`config.mk`:
```
export PLATFORM = sky130hd
export DESIGN_NAME = config_loader
export DESIGN_NICKNAME = d
export VERILOG_FILES = /design/src/rtl/fpga_config_pkg.sv /design/src/rtl/crc16_serial.sv /design/src/rtl/config_loader.sv
export SDC_FILE = /design/constraint.sdc
export NUM_CORES = 1
export LEC_CHECK = 0
export CAP_MARGIN = 20
export CORE_ASPECT_RATIO = 0.75
export CORE_MARGIN = 2
export CORE_UTILIZATION = 48
export DETAILED_ROUTE_END_ITERATION = 8
export PLACE_DENSITY = 0.84
export SLEW_MARGIN = 5
export SYNTH_ARGS = -nofsm -noshare
export SYNTH_HDL_FRONTEND = slang
export SYNTH_HIERARCHICAL = 1
export SYNTH_SLANG_ARGS = --single-unit
```
`constraint.sdc`:
```
create_clock -name i_Clock -period 1.6 [get_ports i_Clock]
set_input_delay 0.24 -clock i_Clock [delete_from_list [all_inputs] [get_ports i_Clock]]
set_output_delay 0.24 -clock i_Clock [all_outputs]
set_load 0.005 [all_outputs]
```
`src/rtl/fpga_config_pkg.sv`:
```
// rtl/fpga_config_pkg.sv - shared state type, CRC constants and sizing helpers for config_loader
package fpga_config_pkg;

    localparam int          CELL_CONFIG_BITS = 19;
    localparam int          CRC_WIDTH        = 16;
    localparam logic [15:0] CRC_POLY         = 16'h1021;
    localparam logic [15:0] CRC_INIT         = 16'hFFFF;

    typedef enum logic [2:0] {
        ST_IDLE   = 3'd0,
        ST_FETCH  = 3'd1,
        ST_SHIFT  = 3'd2,
        ST_CHECK  = 3'd3,
        ST_SETTLE = 3'd4,
        ST_DONE   = 3'd5
    } config_loader_state_t;

    function automatic int total_bits(input int cell_count);
        return cell_count * CELL_CONFIG_BITS;
    endfunction

    function automatic int word_count(input int cell_count, input int data_width);
        return (total_bits(cell_count) + data_width - 1) / data_width;
    endfunction

    function automatic int trailer_words(input int data_width);
        return (CRC_WIDTH + data_width - 1) / data_width;
    endfunction

endpackage

```
`src/rtl/crc16_serial.sv`:
```
// rtl/crc16_serial.sv - bit-serial CRC-16-CCITT, MSB-first feedback; used only when CONFIG_LOADER_CRC_EN is defined
module crc16_serial
    import fpga_config_pkg::*;
(
    input  logic        clk,
    input  logic        rst_n,
    input  logic        clear,
    input  logic        enable,
    input  logic        bit_in,
    output logic [15:0] crc
);

    logic feedback;

    assign feedback = crc[15] ^ bit_in;

    always_ff @(posedge clk or negedge rst_n) begin
        if (!rst_n) begin
            crc <= CRC_INIT;
        end else if (clear) begin
            crc <= CRC_INIT;
        end else if (enable) begin
            crc <= {crc[14:0], 1'b0} ^ (feedback ? CRC_POLY : 16'h0000);
        end
    end

endmodule

```
`src/rtl/config_loader.sv`:
```
// rtl/config_loader.sv - serializes a word stream into the cell config chain; CONFIG_LOADER_CRC_EN adds a CRC-16 trailer check
module config_loader
    import fpga_config_pkg::*;
#(
    parameter int CELL_COUNT = 16,
    parameter int DATA_WIDTH = 8
) (
    input  logic                  i_Clock,
    input  logic                  i_Reset_n,
    input  logic                  i_Start,
    input  logic [DATA_WIDTH-1:0] i_Data,
    input  logic                  i_DataValid,
    output logic                  o_DataReady,
    output logic                  o_ConfigClock,
    output logic                  o_ConfigData,
    output logic                  o_ConfigActive,
    output logic                  o_Busy,
    output logic                  o_Done,
    output logic                  o_Error
);

    localparam int TOTAL_BITS = total_bits(CELL_COUNT);
    localparam int BIT_W      = $clog2(TOTAL_BITS);
    localparam int WB_W       = (DATA_WIDTH > 1) ? $clog2(DATA_WIDTH) : 1;
    localparam logic [BIT_W-1:0] LAST_BIT = BIT_W'(TOTAL_BITS - 1);
    localparam logic [WB_W-1:0]  LAST_WB  = WB_W'(DATA_WIDTH - 1);

`ifdef CONFIG_LOADER_CRC_EN
    localparam config_loader_state_t AFTER_SHIFT = ST_CHECK;
    localparam int TRAILER_WORDS = trailer_words(DATA_WIDTH);
    localparam int TIDX_W        = (TRAILER_WORDS > 1) ? $clog2(TRAILER_WORDS) : 1;
    localparam logic [TIDX_W-1:0] LAST_TIDX = TIDX_W'(TRAILER_WORDS - 1);

    logic [15:0]                         crc;
    logic [TRAILER_WORDS*DATA_WIDTH-1:0] trailer;
    logic [TRAILER_WORDS*DATA_WIDTH-1:0] trailer_n;
    logic [TIDX_W-1:0]                   trailer_idx;
    logic                                take_trailer;
    logic                                finish_err;
    logic                                crc_match;
    logic                                error;
`else
    localparam config_loader_state_t AFTER_SHIFT = ST_SETTLE;
`endif

    config_loader_state_t state, state_n;

    logic [DATA_WIDTH-1:0] shreg;
    logic [BIT_W-1:0]      bit_cnt;
    logic [WB_W-1:0]       word_bit;
    logic                  phase;
    logic                  settle_cnt;
    logic                  busy;
    logic                  done;
    logic                  active;
    logic                  start_load;
    logic                  load_word;
    logic                  step_bit;
    logic                  finish_ok;
    logic                  data_ready;
    logic                  last_bit;
    logic                  word_end;

    assign last_bit = (bit_cnt == LAST_BIT);
    assign word_end = (word_bit == LAST_WB);

    always_ff @(posedge i_Clock or negedge i_Reset_n) begin
        if (!i_Reset_n) begin
            state <= ST_IDLE;
        end else begin
            state <= state_n;
        end
    end

    always_comb begin
        state_n    = state;
        start_load = 1'b0;
        load_word  = 1'b0;
        step_bit   = 1'b0;
        finish_ok  = 1'b0;
        data_ready = 1'b0;
`ifdef CONFIG_LOADER_CRC_EN
        take_trailer = 1'b0;
        finish_err   = 1'b0;
`endif
        case (state)
            ST_IDLE: begin
                if (i_Start) begin
                    start_load = 1'b1;
                    state_n    = ST_FETCH;
                end
            end
            ST_FETCH: begin
                data_ready = 1'b1;
                if (i_DataValid) begin
                    load_word = 1'b1;
                    state_n   = ST_SHIFT;
                end
            end
            ST_SHIFT: begin
                // a bit retires at the end of its clock-high phase
                if (phase) begin
                    step_bit = 1'b1;
                    if (last_bit) begin
                        state_n = AFTER_SHIFT;
                    end else if (word_end) begin
                        state_n = ST_FETCH;
                    end
                end
            end
`ifdef CONFIG_LOADER_CRC_EN
            ST_CHECK: begin
                data_ready = 1'b1;
                if (i_DataValid) begin
                    take_trailer = 1'b1;
                    if (trailer_idx == LAST_TIDX) begin
                        if (crc_match) begin
                            state_n = ST_SETTLE;
                        end else begin
                            finish_err = 1'b1;
                            state_n    = ST_IDLE;
                        end
                    end
                end
            end
`endif
            ST_SETTLE: begin
                if (settle_cnt) begin
                    finish_ok = 1'b1;
                    state_n   = ST_DONE;
                end
            end
            ST_DONE: begin
                state_n = ST_IDLE;
            end
            default: begin
                state_n = ST_IDLE;
            end
        endcase
    end

    always_ff @(posedge i_Clock or negedge i_Reset_n) begin
        if (!i_Reset_n) begin
            shreg      <= '0;
            bit_cnt    <= '0;
            word_bit   <= '0;
            phase      <= 1'b0;
            settle_cnt <= 1'b0;
            busy       <= 1'b0;
            done       <= 1'b0;
            active     <= 1'b0;
        end else begin
            // second SETTLE cycle is the one where this flag is already set
            settle_cnt <= (state == ST_SETTLE);
            if (start_load) begin
                busy    <= 1'b1;
                done    <= 1'b0;
                active  <= 1'b0;
                bit_cnt <= '0;
            end
            if (load_word) begin
                shreg    <= i_Data;
                word_bit <= '0;
                phase    <= 1'b0;
            end
            if (state == ST_SHIFT) begin
                phase <= ~phase;
            end
            if (step_bit) begin
                shreg    <= shreg >> 1;
                bit_cnt  <= last_bit ? '0 : bit_cnt + 1'b1;
                word_bit <= word_end ? '0 : word_bit + 1'b1;
            end
            if (finish_ok) begin
                busy   <= 1'b0;
                done   <= 1'b1;
                active <= 1'b1;
            end
`ifdef CONFIG_LOADER_CRC_EN
            if (finish_err) begin
                busy <= 1'b0;
            end
`endif
        end
    end

`ifdef CONFIG_LOADER_CRC_EN
    crc16_serial u_crc (
        .clk    (i_Clock),
        .rst_n  (i_Reset_n),
        .clear  (start_load),
        .enable (step_bit),
        .bit_in (shreg[0]),
        .crc    (crc)
    );

    // trailer words arrive least-significant word first
    always_comb begin
        trailer_n = trailer;
        trailer_n[trailer_idx*DATA_WIDTH +: DATA_WIDTH] = i_Data;
    end

    assign crc_match = (trailer_n[15:0] == crc);

    always_ff @(posedge i_Clock or negedge i_Reset_n) begin
        if (!i_Reset_n) begin
            trailer     <= '0;
            trailer_idx <= '0;
            error       <= 1'b0;
        end else begin
            if (start_load) begin
                trailer_idx <= '0;
                error       <= 1'b0;
            end
            if (take_trailer) begin
                trailer     <= trailer_n;
                trailer_idx <= trailer_idx + 1'b1;
            end
            if (finish_err) begin
                error <= 1'b1;
            end
        end
    end

    assign o_Error = error;
`else
    assign o_Error = 1'b0;
`endif

    // phase is only ever high inside SHIFT, so it doubles as a glitch-free config clock
    assign o_DataReady    = data_ready;
    assign o_ConfigClock  = phase;
    assign o_ConfigData   = shreg[0];
    assign o_ConfigActive = active;
    assign o_Busy         = busy;
    assign o_Done         = done;

endmodule
```
Word level (Yosys, flattened, before mapping). Index checks and enable logic that the tools add are counted.

$add $sub $neg: 2. Muxes and demuxes: 30. Bitwise logic cells: 1. Reduce and logical (&&, ||, !) cells: 6. Eq/ne operators: 10.

Operator list (count): two-way mux 3 bit (9); two-way mux 9 bit (3); two-way mux 8 bit (2); two-way mux 1 bit (15); one-hot mux 3 bit (4 select lines) (1); adder 9 x 1 -> 9 bit, second input constant (1); == test 9 bit, second input constant (1); inequality test 2 bit, second input constant (4); nonzero test 2 bit (4); == test 3 bit, second input constant (2); AND reduction 5 bit (1); adder 3 x 1 -> 3 bit, second input constant (1); == test 3 x 1 -> 1 bit, second input constant (1); == test 3 x 2 -> 1 bit, second input constant (1); logical NOT 3 bit (1); inequality test 3 bit, second input constant (1); NOT 1 bit (1).

Flip-flop bits (word level): 27. Output and inout bits: 7.

Depth between registers and ports, before layout.
Word-level depth: 5. Mapped depth: 7. Mapped depth without buffers: 5.

Worst setup path before layout. No wires, ideal clock.

Path kind: register to register. Start point: reg bit_cnt[0]. End point: reg state[0]. Data required time: 1.478 ns. Buffers on the path: 1. Slack: 0.076 ns. Cell stages (with the launch flop): 7. Period minus slack after synthesis: 1.524 ns. Data arrival time: 1.402 ns. Setup time: 0.122 ns. Cells stage by stage: dfrtp_1 ha_1 and4_4 buf_6 and4b_1 a41o_1 o2bb2ai_1.

Word-level cells in the longest chain between the ends: 4. Elaborated cells on any way between the ends: 6.

RTL lines: start, declared (RTL line config_loader.sv:49) `logic [BIT_W-1:0] bit_cnt;`; start signal, assigned (RTL line config_loader.sv:171) `bit_cnt <= last_bit ? '0 : bit_cnt + 1'b1;`; == test 9 bit * (RTL line config_loader.sv:64) `assign last_bit = (bit_cnt == LAST_BIT);`; two-way mux 3 bit (RTL line config_loader.sv:104) `if (last_bit) begin`; two-way mux 3 bit (RTL line config_loader.sv:102) `if (phase) begin`; one-hot mux 3 bit (4 select lines) (RTL line config_loader.sv:86) `case (state)`; end signal, assigned (RTL line config_loader.sv:71) `state <= state_n;`; end, declared (RTL line config_loader.sv:46) `config_loader_state_t state, state_n;`.

Mark *: on every way between the ends. The rest lies on a longest branch, timed or not. The select of a mux whose other input is x is not followed. A chain may end at the register's enable or synchronous reset.

Final worst setup path.
Start point: reg bit_cnt[6]. End point: reg state[0].

Same word-level chain as after synthesis.

==> qor.csv <==
metric;value;unit
Int Power;1.41;mW
CTS HTree Levels;1;
Syn Std Cell Area;1420;um^2
Num CTS Buffers;3;
reported leakage power;0.747;nW
count of vias placed by the detailed router;1091;
post-layout worst setup margin;0.0689;ns
design area;1660;um^2
antenna diode count;0;
pwr/cell area;1330;nW/um^2
post-synthesis net count;153;
Pre-antenna DRT Iters;4;
overflow left after global routing;0;
Netlist cell types;38;
Comb power frac;35.2;%
detail-routed net length per standard cell;14.6;um
crit-path cells;nor4b_4 -> nand2_1 -> a41o_1 -> o2bb2ai_1;
Seq. cell area;677;um^2
post-route minimum period;1.53;ns
total setup violations reported at the end of the flow;0;
critical path launch point type;register;
HPWL after DPL;2.03;mm
Synth top area share;47.7;%
clk slew on worst S/H paths;0.09;ns
clk_lat worst skew;0.28;ns
clock root buffer;clkbuf_8;
dominant cell type by area after synthesis;dfrtp_1;
routability congestion estimate from global placement;0.866;
antenna violations before repair;0;
layout overhead on the synthesized area;17.1;%
sw frac;35.8;%
post-layout total power;2.20;mW
Antenna Violating Nets Remaining;0;
Max Cap Violations;0;
total DRC errors in the routed layout;0;
final total negative setup slack;0;ns
cells after synthesis;138;
Horiz. Die Dim;66.7;um
required arrival time at the worst endpoint;1.77;ns
CTS tree;done;
sequential-to-total area share from yosys stat;47.7;%
total I/O pin count;19;
result of the run;completed;
#FFs+latches synth;27;
maximum fanout count along the critical path;5;
number of input and output port buffers inserted;17;
worst voltage drop across the vdd grid;848;uV
Final nets;173;
CP Capture Type;register;
Switching Power;0.786;mW
share of flip-flops with an asynchronous set or reset;100;%
Die Footprint;3410;um^2
kind of path behind the tightest hold check;in -> async;
placement-stage worst setup slack;0.0594;ns
Synth Area per Inst;10.3;um^2
detailed-route vias per instance;5.59;
pin count of the biggest net entering global routing;28;
Max stage delay on crit path;0.46;ns
number of enable-type register cells in the synthesized netlist;0;
multi-input gate area in the final layout;661;um^2
Core Util, Final;57.8;%
Final Routed Wirelength;2.86;mm
number of warnings issued by yosys;6;
dominant cells by area after synthesis;dfrtp_1, nand2_1, a22oi_1;
Crit-path slowest cell;dfrtp_1;
Die Ht;51.0;um
Cell Rows;17;
leading cell type by number of instances after synthesis;nand2_1;
number of clock sinks;27;
crit share post-route;95.7;%
count of pins over their slew limit;0;
worst path arrival time;1.70;ns
Filler Cell Count;256;
DRC violation total after the first TritonRoute iteration;71;
Reg power frac;46.9;%
Most used DFF post-synth;dfrtp_1;
Fin. Hold Viols;0;
worst-case clock skew;0.00408;ns
maximum achievable frequency;653;MHz
Core Box Area;2870;um^2
share of power burned in the clock network;17.9;%
vias in the first global route;1082;
GRT Overall Usage;19.2;%
category of the most critical setup path;reg -> reg;
share of layout cells above drive strength 1;12.7;%
initial standard-cell utilization of the core;49.3;%
dpl cell area;1600;um^2
Longest Clk Path Bufs;2;
most common library cells after synthesis;nand2_1, dfrtp_1, nor2_1, o21ai_0, a22oi_1;
global-route wire length before repair;4.83;mm
final cells by class:
| cell class | instances | area share [%] |
|---|---|---|
| clock buffer | 4 | 2.71 |
| multi-input combinational | 101 | 39.8 |
| sequential | 27 | 40.8 |
| tap | 38 | 2.87 |
| timing repair buffer | 25 | 13.8 |
critical path, delay by kind of cell (launching register included):
kind               cells  cell delay, ns
AOI/OAI and AO/OA      2            0.39
DFF                    1            0.46
and+or+nand+nor        2            0.58
sequential cells by signal (all words and copies together), names as in the netlist:
register,count
bit_cnt,9
shreg,8
state,3
word_bit,3
o_Busy,1
o_ConfigActive,1
o_ConfigClock,1
settle_cnt,1
power by group through the flow:
stage          Combinational (mW)  Clock, mW  Sequential [mW]
6_report                    0.773      0.393             1.03
4_1_cts                     0.759      0.399             1.02
2_1_floorplan               0.559          0            0.985
3_3_place_gp                0.722          0             1.01
5_1_grt                     0.874      0.429             1.05
3_5_place_dp                0.757          0             1.03
final timing paths:
check / from / to / slack (ns) / cells after the start
max in group asynchronous: i_Reset_n / o_ConfigClock / 1.00 / 2
min in group i_Clock: shreg[3] / shreg[3] / 0.49 / 2
hold reg to reg: shreg[3] / shreg[3] / 0.49 / 2
setup reg to reg: bit_cnt[6] / state[0] / 0.07 / 4
hold / removal: i_Reset_n / bit_cnt[4] / 0.32 / 2
setup / recovery: bit_cnt[6] / state[0] / 0.07 / 4
logic make-up (layout without fill, tap and decap cells):
logic type / count (synthesis) / after routing / synth area share, %
buffers and inverters: 10 / 29 / 6.18
DFF: 27 / 27 / 47.7
and+or+nand+nor: 55 / 55 / 21.9
adders and majority gates: 3 / 3 / 2.65
AOI/OAI and AO/OA: 36 / 36 / 17.4
xor gates and xnor gates: 4 / 4 / 2.47
other: 1 / 1 / 0.265
muxes: 2 / 2 / 1.41
placed cells by master (no fill, tap or decap), types with 2 or more instances in the layout:
cell type,n
clkdlybuf4s50_1,16
a22o_1,4
clkbuf_8,3
a22oi_1,7
a21oi_1,6
o21ai_1,2
a31oi_1,2
nor3_1,2
dfrtp_1,26
nor2_1,8
buf_4,8
nand3_1,4
o21ai_0,8
nand2_1,29
ha_1,2
mux2i_1,2
xor2_1,3
through the flow:
stage               instances  hold WS (ns)
floorplan                 138       -0.0556
global placement          190         0.458
detailed placement        190         0.466
CTS                       194         0.335
global route              195         0.350
finish                    195         0.318
what timing repair did:
action / CTS / global route
cloned: 0 / 0
gates resized for setup: 3 / 1
setup buffers: 0 / 1
setup endpoints to repair: 2 / 2
hold buffers: 0 / 0
metal layers:
metal	GRT usage (%)	part of all wire, %	vias up
li1	-	-	522
met4	5.78	1.6	0
met3	5.51	3.4	6
met1	24.5	45	540
met2	31.7	50	23
met5	0	0	-
No activity file was read; power rests on OpenSTA's default activity.
